==> config.mk <==
export PLATFORM = sky130hd
export DESIGN_NAME = mem_arbiter_flat
export DESIGN_NICKNAME = d
export VERILOG_FILES = /design/src/rtl/mem_arbiter_if.sv /design/src/rtl/mem_arbiter.sv /design/src/flat_wrapper.sv
export SDC_FILE = /design/constraint.sdc
export NUM_CORES = 1
export LEC_CHECK = 0
export BUFFER_PORTS_ARGS = -buffer_cell sky130_fd_sc_hd__buf_4
export CAP_MARGIN = 30
export CORE_AREA = 2 2 89 91
export DETAILED_ROUTE_END_ITERATION = 10
export DIE_AREA = 0 0 91 93
export HOLD_SLACK_MARGIN = 0.1
export PLACE_DENSITY_LB_ADDON = 0.1
export SETUP_SLACK_MARGIN = 0.5
export SLEW_MARGIN = 30
export SYNTH_ARGS = -nofsm -noshare
export SYNTH_HDL_FRONTEND = slang
export SYNTH_SLANG_ARGS = --single-unit
==> constraint.sdc <==
create_clock -name clk -period 2 [get_ports clk]
set_input_delay 0.4 -clock clk [delete_from_list [all_inputs] [get_ports clk]]
set_output_delay 0.4 -clock clk [all_outputs]
set_load 0.005 [all_outputs]
==> src/rtl/mem_arbiter_if.sv <==
// Bundle of the core's split a/b memory ports and the shared physical port.
// slave = arbiter view; master = core plus physical memory view.
interface mem_arbiter_if #(
    parameter int WIDTH = 16
);
    logic             mem_read_a;
    logic             mem_write_a;
    logic [1:0]       mem_wmask_a;
    logic [WIDTH-1:0] mem_address_a;
    logic [WIDTH-1:0] mem_wdata_a;
    logic             mem_resp_a;
    logic [WIDTH-1:0] mem_rdata_a;

    logic             mem_read_b;
    logic             mem_write_b;
    logic [1:0]       mem_wmask_b;
    logic [WIDTH-1:0] mem_address_b;
    logic [WIDTH-1:0] mem_wdata_b;
    logic             mem_resp_b;
    logic [WIDTH-1:0] mem_rdata_b;

    logic             pmem_read;
    logic             pmem_write;
    logic [1:0]       pmem_wmask;
    logic [WIDTH-1:0] pmem_address;
    logic [WIDTH-1:0] pmem_wdata;
    logic             pmem_resp;
    logic [WIDTH-1:0] pmem_rdata;

    modport slave (
        input  mem_read_a, mem_write_a, mem_wmask_a,
        input  mem_address_a, mem_wdata_a,
        output mem_resp_a, mem_rdata_a,
        input  mem_read_b, mem_write_b, mem_wmask_b,
        input  mem_address_b, mem_wdata_b,
        output mem_resp_b, mem_rdata_b,
        output pmem_read, pmem_write, pmem_wmask,
        output pmem_address, pmem_wdata,
        input  pmem_resp, pmem_rdata
    );

    modport master (
        output mem_read_a, mem_write_a, mem_wmask_a,
        output mem_address_a, mem_wdata_a,
        input  mem_resp_a, mem_rdata_a,
        output mem_read_b, mem_write_b, mem_wmask_b,
        output mem_address_b, mem_wdata_b,
        input  mem_resp_b, mem_rdata_b,
        input  pmem_read, pmem_write, pmem_wmask,
        input  pmem_address, pmem_wdata,
        output pmem_resp, pmem_rdata
    );
endinterface

==> src/rtl/mem_arbiter.sv <==
// Serializes core ports a and b onto one physical memory port.
// RESP_HOLD_EN: hold mem_resp_x high until both ports are released.
module mem_arbiter #(
    parameter int WIDTH      = 16,
    parameter bit PRIORITY_B = 1'b1
) (
    input  logic         clk,
    input  logic         reset_n,
    mem_arbiter_if.slave bus
);
    typedef enum logic [1:0] {
        IDLE,
        BUSY_A,
        BUSY_B
    } state_t;

    state_t           state, state_n;
    logic             done_a, done_b;
    logic             done_a_n, done_b_n;
    logic             lat_read, lat_write;
    logic [1:0]       lat_wmask;
    logic [WIDTH-1:0] lat_addr, lat_wdata;
    logic [WIDTH-1:0] rdata_a, rdata_b;

    logic elig_a, elig_b;
    logic grant_a, grant_b;
    logic rel;
    logic busy;

    assign elig_a  = (bus.mem_read_a | bus.mem_write_a) & ~done_a;
    assign elig_b  = (bus.mem_read_b | bus.mem_write_b) & ~done_b;
    assign grant_b = elig_b & (PRIORITY_B | ~elig_a);
    assign grant_a = elig_a & ~grant_b;
    assign rel     = ~elig_a & ~elig_b & (done_a | done_b);
    assign busy    = (state != IDLE);

    always_comb begin
        state_n  = state;
        done_a_n = done_a;
        done_b_n = done_b;
        unique case (state)
            IDLE: begin
                if (grant_b)
                    state_n = BUSY_B;
                else if (grant_a)
                    state_n = BUSY_A;
                if (rel) begin
                    done_a_n = 1'b0;
                    done_b_n = 1'b0;
                end
            end
            BUSY_A: begin
                if (bus.pmem_resp) begin
                    done_a_n = 1'b1;
                    state_n  = IDLE;
                end
            end
            BUSY_B: begin
                if (bus.pmem_resp) begin
                    done_b_n = 1'b1;
                    state_n  = IDLE;
                end
            end
            default: state_n = IDLE;
        endcase
    end

    always_ff @(posedge clk or negedge reset_n) begin
        if (!reset_n) begin
            state     <= IDLE;
            done_a    <= 1'b0;
            done_b    <= 1'b0;
            lat_read  <= 1'b0;
            lat_write <= 1'b0;
            lat_wmask <= '0;
            lat_addr  <= '0;
            lat_wdata <= '0;
            rdata_a   <= '0;
            rdata_b   <= '0;
        end else begin
            state  <= state_n;
            done_a <= done_a_n;
            done_b <= done_b_n;
            // Read wins when a port raises both strobes
            if (state == IDLE && grant_b) begin
                lat_read  <= bus.mem_read_b;
                lat_write <= bus.mem_write_b & ~bus.mem_read_b;
                lat_wmask <= bus.mem_wmask_b;
                lat_addr  <= bus.mem_address_b;
                lat_wdata <= bus.mem_wdata_b;
            end else if (state == IDLE && grant_a) begin
                lat_read  <= bus.mem_read_a;
                lat_write <= bus.mem_write_a & ~bus.mem_read_a;
                lat_wmask <= bus.mem_wmask_a;
                lat_addr  <= bus.mem_address_a;
                lat_wdata <= bus.mem_wdata_a;
            end
            if (bus.pmem_resp && lat_read) begin
                if (state == BUSY_A)
                    rdata_a <= bus.pmem_rdata;
                if (state == BUSY_B)
                    rdata_b <= bus.pmem_rdata;
            end
        end
    end

    assign bus.pmem_read    = busy & lat_read;
    assign bus.pmem_write   = busy & lat_write;
    assign bus.pmem_wmask   = busy ? lat_wmask : 2'b00;
    assign bus.pmem_address = busy ? lat_addr : '0;
    assign bus.pmem_wdata   = busy ? lat_wdata : '0;
    assign bus.mem_rdata_a  = rdata_a;
    assign bus.mem_rdata_b  = rdata_b;

`ifdef RESP_HOLD_EN
    assign bus.mem_resp_a = done_a;
    assign bus.mem_resp_b = done_b;
`else
    logic resp_a_q, resp_b_q;

    always_ff @(posedge clk or negedge reset_n) begin
        if (!reset_n) begin
            resp_a_q <= 1'b0;
            resp_b_q <= 1'b0;
        end else begin
            resp_a_q <= (state == BUSY_A) & bus.pmem_resp;
            resp_b_q <= (state == BUSY_B) & bus.pmem_resp;
        end
    end

    assign bus.mem_resp_a = resp_a_q;
    assign bus.mem_resp_b = resp_b_q;
`endif
endmodule

==> src/flat_wrapper.sv <==
// flat-port wrapper written by rule: the top's interface ports become plain ports
module mem_arbiter_flat 
#(
    parameter int WIDTH      = 16,
    parameter bit PRIORITY_B = 1'b1
)
  (clk, reset_n, bus_mem_read_a, bus_mem_write_a, bus_mem_wmask_a, bus_mem_address_a, bus_mem_wdata_a, bus_mem_resp_a, bus_mem_rdata_a, bus_mem_read_b, bus_mem_write_b, bus_mem_wmask_b, bus_mem_address_b, bus_mem_wdata_b, bus_mem_resp_b, bus_mem_rdata_b, bus_pmem_read, bus_pmem_write, bus_pmem_wmask, bus_pmem_address, bus_pmem_wdata, bus_pmem_resp, bus_pmem_rdata);
  mem_arbiter_if #(.WIDTH(WIDTH)) bus_i ();
  input  logic clk;
  input  logic reset_n;
  input wire logic [$bits(bus_i.mem_read_a)-1:0] bus_mem_read_a;
  input wire logic [$bits(bus_i.mem_write_a)-1:0] bus_mem_write_a;
  input wire logic [$bits(bus_i.mem_wmask_a)-1:0] bus_mem_wmask_a;
  input wire logic [$bits(bus_i.mem_address_a)-1:0] bus_mem_address_a;
  input wire logic [$bits(bus_i.mem_wdata_a)-1:0] bus_mem_wdata_a;
  output wire logic [$bits(bus_i.mem_resp_a)-1:0] bus_mem_resp_a;
  output wire logic [$bits(bus_i.mem_rdata_a)-1:0] bus_mem_rdata_a;
  input wire logic [$bits(bus_i.mem_read_b)-1:0] bus_mem_read_b;
  input wire logic [$bits(bus_i.mem_write_b)-1:0] bus_mem_write_b;
  input wire logic [$bits(bus_i.mem_wmask_b)-1:0] bus_mem_wmask_b;
  input wire logic [$bits(bus_i.mem_address_b)-1:0] bus_mem_address_b;
  input wire logic [$bits(bus_i.mem_wdata_b)-1:0] bus_mem_wdata_b;
  output wire logic [$bits(bus_i.mem_resp_b)-1:0] bus_mem_resp_b;
  output wire logic [$bits(bus_i.mem_rdata_b)-1:0] bus_mem_rdata_b;
  output wire logic [$bits(bus_i.pmem_read)-1:0] bus_pmem_read;
  output wire logic [$bits(bus_i.pmem_write)-1:0] bus_pmem_write;
  output wire logic [$bits(bus_i.pmem_wmask)-1:0] bus_pmem_wmask;
  output wire logic [$bits(bus_i.pmem_address)-1:0] bus_pmem_address;
  output wire logic [$bits(bus_i.pmem_wdata)-1:0] bus_pmem_wdata;
  input wire logic [$bits(bus_i.pmem_resp)-1:0] bus_pmem_resp;
  input wire logic [$bits(bus_i.pmem_rdata)-1:0] bus_pmem_rdata;
  assign bus_i.mem_read_a = bus_mem_read_a;
  assign bus_i.mem_write_a = bus_mem_write_a;
  assign bus_i.mem_wmask_a = bus_mem_wmask_a;
  assign bus_i.mem_address_a = bus_mem_address_a;
  assign bus_i.mem_wdata_a = bus_mem_wdata_a;
  assign bus_mem_resp_a = bus_i.mem_resp_a;
  assign bus_mem_rdata_a = bus_i.mem_rdata_a;
  assign bus_i.mem_read_b = bus_mem_read_b;
  assign bus_i.mem_write_b = bus_mem_write_b;
  assign bus_i.mem_wmask_b = bus_mem_wmask_b;
  assign bus_i.mem_address_b = bus_mem_address_b;
  assign bus_i.mem_wdata_b = bus_mem_wdata_b;
  assign bus_mem_resp_b = bus_i.mem_resp_b;
  assign bus_mem_rdata_b = bus_i.mem_rdata_b;
  assign bus_pmem_read = bus_i.pmem_read;
  assign bus_pmem_write = bus_i.pmem_write;
  assign bus_pmem_wmask = bus_i.pmem_wmask;
  assign bus_pmem_address = bus_i.pmem_address;
  assign bus_pmem_wdata = bus_i.pmem_wdata;
  assign bus_i.pmem_resp = bus_pmem_resp;
  assign bus_i.pmem_rdata = bus_pmem_rdata;
  mem_arbiter #(.WIDTH(WIDTH), .PRIORITY_B(PRIORITY_B)) u_core (.clk(clk), .reset_n(reset_n), .bus(bus_i));
endmodule
== Word-level counts from Yosys, hierarchy flattened ==
Cells that the tools add are included.
Storage, ports and cells
  bits in registers: 74
  input port bits: 91
  output and inout bits: 70
Cells by class
  equal/unequal tests: 7
  muxes and demuxes: 21
  bitwise operators: 20
  reductions and logical operators: 14
Operators by type and width (number)
  2-to-1 mux 16 bit: 6
  2-to-1 mux 2 bit: 6
  bitwise AND 1 bit: 11
  nonzero test 2 bit: 4
  2-to-1 mux 1 bit: 6
  NOT 1 bit: 6
  AND reduction 2 bit: 3
  AND reduction 3 bit: 2
  inequality test 2 x 1 -> 1 bit (second input constant): 2
  inequality test 2 bit (second input constant): 2
  case mux 1 bit (2 select lines): 2
  case mux 2 bit (2 select lines): 1
  logical AND 1 bit: 3
  inequality test 3 x 1 -> 1 bit (second input constant): 1
  bitwise OR 1 bit: 3
  equality test 2 x 1 -> 1 bit (second input constant): 1
  equality test 2 bit (second input constant): 1
  zero test 2 bit: 1
  OR reduction 2 bit: 1

== Depth between registers and ports, before layout ==
Gate-level depths: netlist of the first run.
  word-level depth: 7
  mapped depth: 7
  gate-level depth less buffers: 6

== Least setup slack after synthesis of the first run ==
OpenSTA, ideal clock, no wires.
  kind: reg2reg
  from: reg u_core.state[0]
  to: reg u_core.rdata_a[10] (netlist: u_core.bus.mem_rdata_a[10])
  library setup time: 0.125 ns
  arrival: 1.478 ns
  required time: 1.875 ns
  slack: 0.397 ns
  stages on the path, launching flop included: 7
  path buffers: 2
  clock period less this slack: 1.603 ns
  cells stage by stage: dfrtp_1 ha_1 and2_1 buf_2 nand2_2 buf_4 mux2_2
Between the ends
  longest elaborated chain between the ends: 2
Ends and longest elaborated chain
  start: declaration: line mem_arbiter.sv:17  | state_t state, state_n;
  start signal: assignment: line mem_arbiter.sv:81  | state <= state_n;
  equality test 2 x 1 -> 1 bit: line mem_arbiter.sv:99  | if (state == BUSY_A)
  AND reduction 2 bit (no line)
  end signal: assignment: line mem_arbiter.sv:100  | rdata_a <= bus.pmem_rdata;
  end: declaration: line mem_arbiter.sv:23  | logic [WIDTH-1:0] rdata_a, rdata_b;
Every way passes these cells.
A chain may end at the register's enable or synchronous reset.

== Final worst setup path of the first run ==
  from: reg u_core.state[0]
  to: out bus_pmem_address[10]
Between the ends
  longest elaborated chain between the ends: 2
Ends and longest elaborated chain
  nonzero test 2 bit: line mem_arbiter.sv:35  | assign busy = (state != IDLE);
  2-to-1 mux 16 bit: line mem_arbiter.sv:110  | assign bus.pmem_address = busy ? lat_addr : '0;
  end: declaration: line flat_wrapper.sv:28  | output wire logic [$bits(bus_i.pmem_address)-1:0] bus_pmem_address;
Every way passes these cells.

==> results by stage, run 1 <==
Floorplanning:
- For this design the top-level I/O count stands at 161.
- From left edge to right edge, the die measures 91 um.
- For this configuration, the core starts out at a cell density of 0.456.
- The die is 93 um tall.
- The floorplan die area is 8460 um2.
- The placeable core area is 7530 um2.
- The floorplan has 32 rows.

Power:
- VDD sags by at most 763 uV.
- The total power divided by cell area is 1630 nW/um2.
- The leakage power of the design is 2.92 nW.
- Overall power consumption after layout is estimated at 9.51 mW.

Clock tree:
- The H-tree was split into 3 levels.
- The worst-skew pair later-pin latency is 0.34 ns.
- The clock tree root buffer cell is clkbuf_8.
- After clock tree synthesis, the clock-pin slew on the worst setup and hold paths is 0.08 ns.
- The maximum root-to-sink buffer count is 2.
- TritonCTS built the clock tree.
- The total CTS buffers is 9.
- The tree built by TritonCTS fans out to 74 sinks.

Synthesis:
- Yosys instantiated no cell more often than dfrtp_1.
- In the synthesized netlist, the number of instances is 297.
- The cell area that synthesis handed to floorplanning was 3430 um2.
- dfrtp_1 takes more of the synthesized area than any other cell.
- Of all flip-flops after synthesis, the portion carrying an async set or reset was 1.00.
- The number of nets produced by synthesis is 391.
- For this run, the register share of the synthesized area comes to 0.540.
- Counting distinct cell types in the post-synthesis netlist gives 29.
- The count of flip-flops with a built-in enable after synthesis is 0.
- The fraction of post-synthesis cell area in the top cell type by area is 0.540.
- After synthesis, the most frequently instantiated cells are dfrtp_1, o21ai_0, nand2_1, nor2b_1, mux2i_1.
- Synthesis inferred 74 register bits.
- After synthesis, the mean cell area works out to 11.6 um2.
- The count of synthesis-stage warnings from yosys is 0.
- For this run, the leading register cell type out of synthesis is dfrtp_1.
- By area the synthesized netlist is led by dfrtp_1, mux2_2, mux2i_1.

STA:
- The hold violation total from the final report was 0.
- The worst slew slack as a fraction of its limit is 0.645.
- For the pin with the worst max-slew slack, the measured transition is 0.532 ns.
- The setup TNS is 0 ns.
- Derived from the worst setup path, the maximum achievable clock frequency is 0.530 GHz.
- The worst path needs 1.89 ns of the cycle, external delays included.
- The setup-violating endpoint count in the final report is 0.
- In the finished design, the share of the clock period the worst path needs comes to 0.944.
- Setup repair after global routing could not meet its margin everywhere.
- The minimum setup slack in the final design is 0.112 ns.
- The number of pins exceeding their max-slew limit in the final report came to 0.
- On the final layout, the worst clock skew is 0.00789 ns.
- The tightest hold margin is 0.296 ns.

Placed design:
- The worst slack at placement is 0.277 ns.
- At the end of routability-driven placement, the weighted congestion stood at 0.739.
- The HPWL reported at the end of detailed placement is 5780 um.
- The quantity of I/O buffers inserted on ports is 160.

Routing:
- For this block, the initial DRC count from the detailed router was 110.
- The post-detailed-route wirelength per cell is 17.5 um.
- The routed via count divided by cell count is 5.05.
- The detail route stage leaves a number of antenna-violating nets equal to 0.
- After detailed routing, the number of remaining DRC violations is 0.
- The number of optimization iterations in the first detailed-route pass is 4.
- For this block, the routed nets add up to 10,500 um of wire.
- Summing over every cut layer, the via total after detailed routing is 3,017.

Flow run:
- The tool flagged a number of max-cap violations equal to 0.

Setup path:
- STA classifies the critical path endpoint as an output pin.
- The maximum fanout encountered on the critical timing path is 13.
- Broken down by cell family, the worst path's largest delay share belongs to flip-flops.
- The signal on the critical path passes through inv_2 -> ha_4 -> buf_12 -> nor2b_1 -> buf_4.
- Setup slack on the worst reg-to-reg path comes out at 0.15 ns.
- On the worst path, the slowest cell contributes a delay of 0.41 ns.
- Data on the critical path arrives at its endpoint at 1.49 ns.
- The reg-to-reg endpoint is u_core.lat_read$_DFFE_PN0P_.
- The master of the slowest instance on the critical path is dfrtp_1.
- The worst setup path is of the reg -> out kind.
- The worst setup path is launched from a flip-flop.
- STA puts the critical path data required time at 1.60 ns.
- The worst reg2reg path depth is 7.
- The source of the worst register-to-register timing path is u_core.state[0]$_DFFE_PN0P_.
- The number of buffers and inverters on the critical path is 3.

GRT:
- The global-route wire length before repair is 13,900 um.
- The global-route layer with the greatest usage is met2.
- The leftover overflow at the end of global routing is 0.
- The global-route track usage on met2 is 0.368.
- Entering global routing, the biggest net connects 45 pins.
- For this run, global-route usage on met1 was measured as 0.259.
- The number of global-route vias before repair came to 2,802.
- For met3 alone, demand over resource in global routing was 0.0403.
- The initial antenna violation count is 0.
- For this run, the total global-route usage over all layers was measured as 0.212.

Min path:
- The startpoint identified for the worst hold timing path is bus_pmem_rdata[2].
- The tightest min-delay check is of the in -> reg type.
- The path with the worst hold slack has its endpoint at u_core.bus.mem_rdata_a[2]$_DFFE_PN0P_.
- The worst hold path was traced through 2 stages.

Status:
- The run finished with clean final reports.

Layout:
- In the final layout, the share of cells above drive strength 1 is 0.602.
- The number of antenna diodes in the final layout is 0.
- The area added between synthesis and finish is 69.5%.
- The final net count is 584.
- The layout has 490 filler cells.
-- logic make-up after synthesis --
| kind of cell | count (synthesis) | synth area share |
|---|---|---|
| adders and majority gates | 3 | 0.0109 |
| muxes | 68 | 0.212 |
| and+or+nand+nor | 83 | 0.126 |
| AOI/OAI and AO/OA | 48 | 0.0795 |
| DFF | 74 | 0.540 |
| buffers and inverters | 21 | 0.0321 |
-- through the flow --
step	utilization	cells	cell area (um2)
after floorplan	-	297	3480
after global placement	0.636	546	4790
after detailed placement	0.636	546	4790
after CTS	0.696	576	5240
after global routing	0.773	597	5820
final	0.773	597	5820
-- flip-flops by register name, indices dropped and copies added, names as in the netlist --
register and count:
u_core.state 2, u_core.bus.mem_resp_a 1, u_core.bus.mem_rdata_b 16, u_core.bus.mem_resp_b 1, u_core.lat_wmask 2, u_core.done_a 1, u_core.lat_read 1, u_core.lat_addr 16
u_core.bus.mem_rdata_a 16, u_core.lat_wdata 16, u_core.lat_write 1, u_core.done_b 1
-- layout by cell type, fill, tap and decap left out, types with 3 or more instances in the layout --
cell,instances
buf_4,166
dfrtp_1,74
o21ai_1,30
nand2_1,29
mux2i_1,25
nor2b_1,22
mux2_4,18
mux2_2,16
buf_6,14
nor2b_2,11
clkbuf_8,9
clkbuf_16,7
mux2i_2,6
o21ai_2,6
buf_16,5
buf_12,5
nand2_8,4
nand2_2,4
nor2_1,4
nor2b_4,3
mux2i_4,3
nand2_4,3
o21ai_0,3
-- metal layers --
| layer | routed length [um] | up-vias |
|---|---|---|
| met5 | 0 | - |
| met1 | 4280 | 1478 |
| met2 | 5440 | 115 |
| met3 | 566 | 15 |
| met4 | 172 | 0 |
| li1 | - | 1409 |
-- timing repair --
item | 4_1_cts | 5_1_grt
hold buffers | 1 | 0
endpoints found under the setup margin | 104 | 105
gates resized for setup | 19 | 106
pin swaps | 2 | 8
hold endpoints to repair | 30 | 0
setup buffers | 8 | 8
gates cloned | 5 | 13
-- cell type report --
| cell class | count | area, um2 | area share |
|---|---|---|---|
| clock buffer | 10 | 128 | 0.0219 |
| multi-input combinational | 205 | 1810 | 0.311 |
| tap | 102 | 128 | 0.0219 |
| inverter | 2 | 7.51 | 0.00129 |
| timing repair buffer | 198 | 1830 | 0.314 |
| clock inverter | 6 | 67.6 | 0.0116 |
| sequential | 74 | 1850 | 0.318 |
-- worst max path at each step --
stage,start,slack (ns),end,cells past startpoint
floorplan,u_core.state[0]$_DFFE_PN0P_,0.49,u_core.bus.mem_rdata_a[10]$_DFFE_PN0P_,6
global placement,u_core.state[1]$_DFFE_PN0P_,0.31,bus_pmem_address[8],5
detailed placement,u_core.state[1]$_DFFE_PN0P_,0.28,bus_pmem_address[8],5
CTS,u_core.state[0]$_DFFE_PN0P_,0.21,bus_pmem_wdata[9],5
global route,u_core.state[0]$_DFFE_PN0P_,0.1,bus_pmem_wdata[3],5
finish,u_core.state[0]$_DFFE_PN0P_,0.11,bus_pmem_address[10],5
-- worst reg2reg max path: cells and delay by family (launching register included) --
family	cells	cell delay, ns
AND/OR/NAND/NOR	1	0.11
flip-flops	1	0.42
adder cells (fa/ha/maj)	1	0.22
buffers and inverters	3	0.40
multiplexers	2	0.59
-- power breakdown --
group          total (mW)  internal (mW)  switching [mW]
logic                5.66           3.36            2.31
registers            2.71           2.24           0.469
clock network        1.14          0.579           0.561
(Power assumes the default switching activity.)
==> run 2, diff against run 1 <==
--- a/config.mk
+++ b/config.mk
@@ -7,9 +7,9 @@
 export LEC_CHECK = 0
 export BUFFER_PORTS_ARGS = -buffer_cell sky130_fd_sc_hd__buf_4
 export CAP_MARGIN = 30
-export CORE_AREA = 2 2 89 91
+export CORE_AREA = 2 2 94 96
 export DETAILED_ROUTE_END_ITERATION = 10
-export DIE_AREA = 0 0 91 93
+export DIE_AREA = 0 0 96 98
 export HOLD_SLACK_MARGIN = 0.1
 export PLACE_DENSITY_LB_ADDON = 0.1
 export SETUP_SLACK_MARGIN = 0.5
==> constraint.sdc (replaced) <==
create_clock -name clk -period 1.6 [get_ports clk]
set_input_delay 0.32 -clock clk [delete_from_list [all_inputs] [get_ports clk]]
set_output_delay 0.32 -clock clk [all_outputs]
set_load 0.005 [all_outputs]
==> run 2 against run 1 <==
The flow now finishes with violations (setup timing). Design area rose by 8.6%. Sequential share of layout area fell by 2.5 points. First-iteration DRC count fell by 25%. Die area rose by 11%. Critical path depth rose by 1. Combinational power rose by 43%. Clock skew rose by 0.00096 ns. Via count fell by 2.1%. Clock power rose by 9.6%. Sequential power rose by 27%. Critical path type unchanged. Critical endpoint is now bus_pmem_wdata[9]. Largest cell class is now non-clock buffers.
==> results by stage, run 2 (same netlist as run 1, synthesis figures left out) <==
GRT:
- The initial antenna violation count is 0 (unchanged).
- The largest net degree at the start of global routing is 43 (-4.4%).
- The number of global-route vias before repair came to 3,042 (+8.6%).
- The aggregate global-route resource usage is 0.211 (-0.00129).
- The global-route wire length before repair came to 15,300 um (+10%).
- The leftover overflow at the end of global routing is 0 (unchanged).

Setup path:
- The data required time of the worst path is 1.28 ns (-0.32 ns).
- The maximum fanout encountered on the critical timing path was 7 (-6).
- The register-to-register setup slack came to -0.18 ns (-0.33 ns).
- The capture point of the critical path is bus_pmem_wdata[9].
- The worst reg2reg path depth is 7 (unchanged).
- The reg-to-reg endpoint is u_core.lat_read$_DFFE_PN0P_.
- The master of the slowest instance on the critical path is dfrtp_1.
- The arrival time of data at the critical path endpoint was 1.50 ns (about the same).
- The type of the worst setup path is reg -> out.
- The worst setup path is launched from a flip-flop.
- The stage delay of the slowest cell on the critical path came to 0.40 ns (about the same).
- The critical path capture point type is an output pin.
- The source of the worst register-to-register timing path is u_core.state[1]$_DFFE_PN0P_.
- The signal on the critical path passes through inv_2 -> ha_4 -> buf_12 -> buf_16 -> nor2b_2 -> buf_4.
- The critical path starts at u_core.state[1]$_DFFE_PN0P_.

Layout:
- The final standard cell area without fillers is 6320 um2 (+8.6%).
- The final net count was 596 (+2.1%).
- The share of final-layout standard cells stronger than drive strength 1 is 0.634 (+0.0324).
- In the layout the commonest cells are buf_4, dfrtp_1, buf_6.
- The number of filler instances in the final layout came to 585 (+19%).
- The share of the core filled with cells is 0.747 (-0.0262).
- The area added between synthesis and finish is 84.1%.
- The most frequent standard cell in the layout excluding fill and tap cells is buf_4.
- The final antenna diode count came to 0 (unchanged).

Routing:
- The number of remaining DRC errors is 0 (unchanged).
- The post-detailed-route wirelength per cell is 15.7 um (-10%).
- The remaining antenna violation count is 0 (unchanged).
- The via count is 2,954 (-2.1%).
- The routed via count divided by cell count came to 4.81 (-4.8%).
- The number of DRC markers in iteration 0 is 83 (-25%).
- The number of optimization iterations in the first detailed-route pass is 4 (unchanged).
- The total detailed-routing wirelength is 9650 um (-7.7%).

Power:
- The maximum ir drop on the vdd rail is 1160 uV (+52%).
- The leakage power of the design came to 3.21 nW (+10%).
- The total power divided by cell area was 2020 nW/um2 (+24%).

Floorplanning:
- The number of placement rows is 34 (+6.3%).
- The height of the chip is 98 um (+5.4%).
- The number of placed I/O pins is 161 (unchanged).
- The starting density of the core is 0.405 (-0.0505).
- The placeable core area is 8470 um2 (+12%).
- The die width is 96 um (+5.5%).
- The floorplan die area is 9410 um2 (+11%).

STA:
- For this run, the top clock speed supported by timing is 0.550 GHz.
- The part of the cycle the worst path needs is 1.14.
- The transition at the pin with the smallest max-transition slack is 0.623 ns (+0.0910 ns).
- The setup clock skew after layout came to 0.00885 ns (+0.000964 ns).
- The time the worst path needs with I/O delays and setup is 1.82 ns.
- The number of pins exceeding their max-slew limit in the final report is 0 (unchanged).
- The minimum setup slack in the final design is -0.218 ns (-0.330 ns).
- The setup-violating endpoint count in the final report is 71 (+71).
- The worst slew slack as a fraction of its limit is 0.584 (-0.0606).
- The hold violation total from the final report is 0 (unchanged).
- Setup repair after global routing could not meet its margin everywhere.

Clock tree:
- The clock sink count is 74 (unchanged).
- The number of levels in the clock H-tree came to 3 (unchanged).
- TritonCTS built the clock tree.
- The total CTS buffers came to 9 (unchanged).
- The clock input transition at the sequential cells of the worst setup and hold paths is 0.08 ns (about the same).
- The root buffer cell chosen for the clock tree is clkbuf_8.
- The worst-skew pair later-pin latency is 0.35 ns (about the same).
- The maximum root-to-sink buffer count was 2 (unchanged).

Placed design:
- The worst slack at placement is 0.0414 ns (-0.236 ns).
- The placed instance area was 5090 um2 (+6.3%).
- The final weighted congestion in routability-driven placement was 0.836 (+13%).
- The HPWL reported at the end of detailed placement is 6180 um (+6.9%).
- The quantity of I/O buffers inserted on ports is 160 (unchanged).

Status:
- The final reports fail on setup timing.
- The run finished, with violations left.

Flow run:
- The max-capacitance violation count is 0 (unchanged).

Min path:
- The kind of path behind the tightest hold check is in -> reg.
run 2: cell types whose count changed in the layout (fill, tap and decap cells not counted), sizes merged:
cell | previous run | this run
buf | 190 | 211
clkbuf | 17 | 9
o21ai | 41 | 39
bufinv | 1 | 0
clkinv | 3 | 4
run 2: where the power goes:
group | internal [mW] | leakage (nW) | total (mW) | switching (mW)
sequential | 2.80 | 0.905 | 3.45 | 0.654
combinational | 5.18 | 2.23 | 8.08 | 2.90
clock | 0.543 | 0.0806 | 1.25 | 0.705
run 2: how the worst min path moves through the flow:
stage,start,end,depth (start not counted)
detailed placement,reset_n,u_core.lat_wdata[10]$_DFFE_PN0P_,1
global placement,reset_n,u_core.lat_wdata[10]$_DFFE_PN0P_,1
finish,bus_pmem_rdata[13],u_core.bus.mem_rdata_a[13]$_DFFE_PN0P_,2
CTS,bus_pmem_rdata[14],u_core.bus.mem_rdata_a[14]$_DFFE_PN0P_,2
global route,bus_pmem_rdata[10],u_core.bus.mem_rdata_a[10]$_DFFE_PN0P_,2
floorplan,reset_n,u_core.bus.mem_rdata_a[0]$_DFFE_PN0P_,0
run 2: layout make-up:
class	instances	area (um2)	area share
inverters	2	7.51	0.00119
well taps	108	135	0.0214
flip-flops and latches	74	1850	0.293
clock buffers	9	124	0.0196
multi-input cells	203	2020	0.320
clock inverters	6	35.0	0.00554
repair buffers	212	2150	0.340
run 2: timing repair:
item                                    CTS  global route
cloned                                    8             0
resized for setup                       117            35
endpoints found under the hold margin    25             0
buffers inserted                         18            17
endpoints found under the setup margin  142           142
hold buffers                              1             0
pin swaps                                 6             3
run 2: worst max-delay path, delay by kind of cell (launching register included):
family / cells / cell delay, ns
buffers and inverters: 4 / 0.54
adder cells (fa/ha/maj): 1 / 0.17
AND/OR/NAND/NOR: 1 / 0.04
flip-flops: 1 / 0.40
run 2: metrics by stage:
| stage | std cells | setup TNS (ns) | hold slack, ns | total power [mW] |
|---|---|---|---|---|
| floorplan | 297 | 0 | 0.0244 | 6.56 |
| global route | 614 | -16.36 | 0.203 | 13.6 |
| detailed placement | 555 | 0 | 0.263 | 8.68 |
| global placement | 555 | 0 | 0.259 | 8.56 |
| finish | 614 | -9.79 | 0.208 | 12.8 |
| CTS | 597 | -8.88 | 0.200 | 12.1 |
run 2: metal layers:
metal	share of wire	global-route usage	vias to the layer above	wire, um
met5	0	0	-	0
met4	0.019	0.0846	0	182
met3	0.054	0.0363	15	523
met2	0.50	0.331	94	4860
met1	0.42	0.288	1416	4080
li1	-	-	1429	-
